`src/rtl/alu_pkg.sv`:
```
// Shared ALU definitions: opcode encodings, datapath width and issue-stage FSM states.
// Imported by the command FIFO consumer and the issue stage top.
package alu_pkg;
    localparam int ALU_W = 4;

    localparam logic [1:0] ALU_ADD = 2'b00;
    localparam logic [1:0] ALU_SUB = 2'b01;
    localparam logic [1:0] ALU_AND = 2'b10;
    localparam logic [1:0] ALU_OR  = 2'b11;

    typedef enum logic [1:0] {
        IDLE,
        EXEC,
        HOLD
    } issue_state_t;
endpackage

```
`src/rtl/alu_cmd_fifo.sv`:
```
// Synchronous FIFO of {op, a, b} commands; head is readable combinationally, updates one edge after push.
// Pushes when full and pops when empty are ignored; count is the sole full/empty indicator.
module alu_cmd_fifo #(
    parameter int DEPTH = 4,
    parameter int W     = 4
) (
    input  logic                     clk,
    input  logic                     rst,
    input  logic                     push,
    input  logic [1:0]               push_op,
    input  logic [W-1:0]             push_a,
    input  logic [W-1:0]             push_b,
    input  logic                     pop,
    output logic [1:0]               head_op,
    output logic [W-1:0]             head_a,
    output logic [W-1:0]             head_b,
    output logic [$clog2(DEPTH):0]   count
);
    localparam int AW = $clog2(DEPTH);
    localparam int EW = 2 + 2 * W;
    localparam logic [AW:0] FULL = DEPTH[AW:0];

    logic [EW-1:0] mem [DEPTH];
    logic [AW-1:0] wr_ptr;
    logic [AW-1:0] rd_ptr;
    logic          do_push;
    logic          do_pop;

    assign do_push = push && (count != FULL);
    assign do_pop  = pop && (count != '0);
    assign {head_op, head_a, head_b} = mem[rd_ptr];

    always_ff @(posedge clk or posedge rst) begin
        if (rst) begin
            wr_ptr <= '0;
            rd_ptr <= '0;
            count  <= '0;
        end else begin
            if (do_push) wr_ptr <= wr_ptr + 1'b1;
            if (do_pop)  rd_ptr <= rd_ptr + 1'b1;
            case ({do_push, do_pop})
                2'b10:   count <= count + 1'b1;
                2'b01:   count <= count - 1'b1;
                default: count <= count;
            endcase
        end
    end

    // Storage carries no reset: contents are only observed behind a non-zero count.
    always_ff @(posedge clk) begin
        if (do_push) mem[wr_ptr] <= {push_op, push_a, push_b};
    end
endmodule

```
`src/rtl/alu_issue_stage.sv`:
```
// Issues queued commands to a combinational ALU and registers its result behind a valid/ready handshake.
// One result per two cycles; in_ready depends only on FIFO occupancy, out_* freeze while stalled.
module alu_issue_stage
    import alu_pkg::*;
#(
    parameter int DEPTH = 4,
    parameter int W     = ALU_W
) (
    input  logic                   clk,
    input  logic                   rst,
    input  logic                   in_valid,
    output logic                   in_ready,
    input  logic [W-1:0]           in_a,
    input  logic [W-1:0]           in_b,
    input  logic [1:0]             in_op,
    output logic [W-1:0]           alu_a,
    output logic [W-1:0]           alu_b,
    output logic [1:0]             alu_op,
    input  logic [W-1:0]           alu_result,
    input  logic                   alu_carry,
    output logic                   out_valid,
    input  logic                   out_ready,
    output logic [W-1:0]           out_result,
    output logic                   out_carry,
    output logic [1:0]             out_op,
    output logic [$clog2(DEPTH):0] count
);
    localparam logic [$clog2(DEPTH):0] FULL = DEPTH[$clog2(DEPTH):0];

    issue_state_t   state;
    logic           fifo_nonempty;
    logic           fifo_pop;
    logic [1:0]     head_op;
    logic [W-1:0]   head_a;
    logic [W-1:0]   head_b;

    assign in_ready      = count < FULL;
    assign fifo_nonempty = count != '0;
    assign fifo_pop      = fifo_nonempty &&
                           ((state == IDLE) || ((state == HOLD) && out_ready));

    alu_cmd_fifo #(
        .DEPTH (DEPTH),
        .W     (W)
    ) u_fifo (
        .clk     (clk),
        .rst     (rst),
        .push    (in_valid && in_ready),
        .push_op (in_op),
        .push_a  (in_a),
        .push_b  (in_b),
        .pop     (fifo_pop),
        .head_op (head_op),
        .head_a  (head_a),
        .head_b  (head_b),
        .count   (count)
    );

    always_ff @(posedge clk or posedge rst) begin
        if (rst) begin
            state      <= IDLE;
            alu_a      <= '0;
            alu_b      <= '0;
            alu_op     <= '0;
            out_valid  <= 1'b0;
            out_result <= '0;
            out_carry  <= 1'b0;
            out_op     <= '0;
        end else begin
            if (fifo_pop) begin
                alu_op <= head_op;
                alu_a  <= head_a;
                alu_b  <= head_b;
            end
            unique case (state)
                IDLE: begin
                    if (fifo_nonempty) state <= EXEC;
                end
                // ALU has had a full cycle to settle on the registered operands.
                EXEC: begin
                    out_result <= alu_result;
                    out_carry  <= alu_carry;
                    out_op     <= alu_op;
                    out_valid  <= 1'b1;
                    state      <= HOLD;
                end
                HOLD: begin
                    if (out_ready) begin
                        out_valid <= 1'b0;
                        state     <= fifo_nonempty ? EXEC : IDLE;
                    end
                end
                default: state <= IDLE;
            endcase
        end
    end
endmodule

```
`config.mk`:
```
export PLATFORM = sky130hd
export DESIGN_NAME = alu_issue_stage
export DESIGN_NICKNAME = d
export VERILOG_FILES = /design/src/rtl/alu_pkg.sv /design/src/rtl/alu_cmd_fifo.sv /design/src/rtl/alu_issue_stage.sv
export SDC_FILE = /design/constraint.sdc
export NUM_CORES = 1
export LEC_CHECK = 0
export BUFFER_PORTS_ARGS = -buffer_cell sky130_fd_sc_hd__buf_4
export CAP_MARGIN = 0
export CORE_ASPECT_RATIO = 1.1
export CORE_UTILIZATION = 47
export CTS_CLUSTER_DIAMETER = 60
export CTS_CLUSTER_SIZE = 20
export DETAILED_ROUTE_END_ITERATION = 16
export GPL_ROUTABILITY_DRIVEN = 0
export PLACE_DENSITY = 0.68
export SLEW_MARGIN = 20
export SYNTH_ARGS = -nofsm -noshare
export SYNTH_HDL_FRONTEND = slang
export SYNTH_SLANG_ARGS = --single-unit
```
`constraint.sdc`:
```
create_clock -name clk -period 2.3 [get_ports clk]
set_clock_uncertainty 0.05 [all_clocks]
set_input_delay 0.23 -clock clk [delete_from_list [all_inputs] [get_ports clk]]
set_output_delay 0.23 -clock clk [all_outputs]
set_load 0.05 [all_outputs]
```
==> metrics.md <==
| Metric | Value |
|---|---|
| Status | complete, but fails checks |
| Failing checks | negative hold slack |
| Share of cells above drive strength 1 | 0.451 |
| Synth top area share | 0.453 |
| # Post-CTS Setup Buffers | 0 |
| Mean Syn Cell Area | 19.1 um2 |
| Peak Freq | 514 MHz |
| Clk_lat worst skew | around 330 ps |
| Cell at the slowest stage of the critical path | dfrtp_1 |
| Htree depth | 3 |
| R2r startpoint | state[1]$_DFFE_PP0P_ |
| GRT overflow | 0 |
| Synth unique cells | 26 |
| VDD IR max | 772 uV |
| Global-route wire length before repair | 6730 um |
| Post_cts resized | 0 |
| CTS tree | built |
| Post-synthesis net count | 164 |
| Worst Hold Class | primary input to async pin |
| Vias per cell | slightly below 5 |
| Sw Pwr | ~1900 uW |
| Most used DFF post-synth | edfxtp_1 |
| Post-CTS Hold Buffers | 0 |
| Design area | 3260 um2 |
| Pre-antenna DRT Iters | 4 |
| ANT nets after route | 0 |
| Startpoint type of the worst setup path | flop |
| Worst Setup SP | state[1]$_DFFE_PP0P_ |
| Clock Path Buffers | 2 |
| Initial antenna violation count | 0 |
| Endpoints failing setup | 0 |
| Fin. max-slew vios | 0 |
| Clock power frac | 0.196 |
| Nets | 215 |
| Die Height | between 80 and 90 um |
| Crit path max fanout | 4 |
| Routed WL | 4360 um |
| IO Port Bufs | 40 |
| Reg2Reg Capture Point | u_fifo.count[2]$_DFFE_PP0P_ |
| Synth area leader | edfxtp_1 |
| 1st-iter DRT viols | 46 |
| RSZ-0062 raised after global routing | no |
| Floorplan die width | approximately 74 um |
| Post-DP Area | 3050 um2 |
| DR WL/cell | 16.1 um |
| Async SR Flop Fraction | 0.403 |
| Power Density | between 1500 and 2000 nW/um2 |
| Largest net degree at the start of global routing | 21 |
| End point of the critical path | u_fifo.count[2]$_DFFE_PP0P_ |
| Hold WS | -8.28 ps |
| Most frequent cells in the layout | buf_4 (44), edfxtp_1 (40), dfrtp_1 (24) |
| R2R depth | 8 |
| DRC | 0 |
| Ant. Diodes | 0 |
| Area growth syn-to-layout | 22.8% |
| Final Hold Viols | 10 |
| Slew margin rel. | 0.489 |
| Min Tclk post-route | around 1900 ps |
| CP Class | flop to flop |
| CP peak stage delay | 420 ps |
| IO Count | around 40 |
| Synthesized area | 2650 um2 |
| EDFF count, synth | 40 |
| Sequential area share after synthesis | 0.708 |
| CTS Buf Count | 9 |
| Worst Path Required | around 2500 ps |
| Vias in the first global route | 1407 |
| Worst slew pin tran | 766 ps |
| Most common cell after layout, fill and taps aside | buf_4 |
| Sw frac | 0.377 |
| Setup TNS | 0 ps |
| Gr usage total | 0.163 |
| Total of max-cap violations | 0 |
| Post-Syn Instances | between 100 and 150 |
| Via count | approximately 1300 |
| Sequential group share of total power | 0.368 |
| Starting density of the core | 0.491 |
| Arr. time, crit path | 2140 ps |
| Setup crit end kind | flop |
| Core ar. | 5400 um2 |
| Final Cycle Share | 0.846 |
| Leakage | 0.00132 uW |
| Row cnt | 28 |
| CTS sink cnt | 67 |
| Part of the power in combinational logic | 0.436 |
| Cells along the critical path | nor2b_1 > nor3_2 > ha_1 > inv_1 > fa_1 > xor2_1 > nor2_1 > xnor2_1 |
| Detailed Place HPWL | roughly 3000 um |
| Die Area | 5950 um2 |
| Yosys reg bits | 67 |
| Synthesis Warnings | 0 |
| Clk slew on worst S/H paths | 70 ps |
| # fillers | 438 |
| Internal power | 3220 uW |
| Synth area leaders | edfxtp_1 (45%), dfrtp_1 (25%), mux4_2 (6.8%) |
| Root buffer cell | clkbuf_8 |
| R2r setup slk | 350 ps |
layer usage:
layer	GRT usage	vias to the layer above	part of all wire
met4	0.0750	0	0.010
met5	0	-	0
met3	0.0484	4	0.043
met1	0.178	676	0.39
li1	-	614	-
met2	0.290	34	0.55
power by group through the flow:
stage | combinational [uW] | clock [uW] | sequential, uW
after floorplan | 1110 | 0 | 2500
after global placement | 2220 | 0 | 1900
after detailed placement | 2280 | 0 | 1930
after CTS | 2290 | 1050 | 1910
after global routing | 2390 | 1090 | 1950
final | 2250 | 1020 | 1900
metrics by stage:
| step | hold slack, ps | cells | total power (uW) | utilization | setup slack [ps] |
|---|---|---|---|---|---|
| after global placement | 345 | 254 | 4120 | 0.565 | 460 |
| after floorplan | 233 | 139 | 3610 | - | 82.7 |
| after detailed placement | 371 | 254 | 4210 | 0.565 | 361 |
| after CTS | 7.03 | 270 | 5240 | 0.604 | 352 |
| after global routing | 25.1 | 270 | 5430 | 0.604 | 262 |
| final | -8.28 | 270 | 5170 | 0.604 | 354 |
logic make-up (layout without fill, tap and decap cells):
| family | after synthesis | in the layout | synth area share |
|---|---|---|---|
| compound gates | 4 | 4 | 0.00849 |
| xor+xnor | 6 | 6 | 0.0198 |
| fa+ha+maj | 6 | 6 | 0.0311 |
| buf+inv | 14 | 70 | 0.0260 |
| flops | 67 | 67 | 0.708 |
| mux | 28 | 28 | 0.175 |
| simple gates | 14 | 14 | 0.0316 |
worst min path at each step:
stage / from / endpoint
after floorplan: rst / alu_a[0]$_DFFE_PP0P_
after global placement: rst / out_op[1]$_DFFE_PP0P_
after detailed placement: rst / out_op[0]$_DFFE_PP0P_
after CTS: rst / out_op[0]$_DFFE_PP0P_
after global routing: in_a[0] / u_fifo.mem[3][4]$_DFFE_PP_
final: rst / out_op[0]$_DFFE_PP0P_
sequential cells by signal, indices dropped and copies added (netlist names), 3 cells and up:
| register | flops |
|---|---|
| u_fifo.count | 3 |
| alu_a | 4 |
| out_result | 4 |
| alu_b | 4 |
| u_fifo.mem | 40 |
cells in the mapped netlist, drive strengths merged (2+ instances only):
cell type	count
a21oi	2
and2	4
buf	3
dfrtp	27
edfxtp	40
ha	5
inv	10
mux2	17
mux4	10
nand2	2
nor2	2
nor2b	2
nor3	3
xnor2	3
xor2	3
cell type report:
type	instances	area, um2	share of cell area
Sequential cell	67	1880	0.577
Multi-Input combinational cell	58	706	0.217
Timing Repair Buffer	44	330	0.101
Clock buffer	11	131	0.0403
Tap cell	75	93.8	0.0288
Clock inverter	5	77.6	0.0238
Inverter	10	37.5	0.0115
critical path, delay by kind of cell (launching register included):
family	cells	cell delay, ps
fa+ha+maj	2	600
flops	1	420
buf+inv	1	70
simple gates	3	460
xor+xnor	2	280
Power figures use the tool's default switching activity.
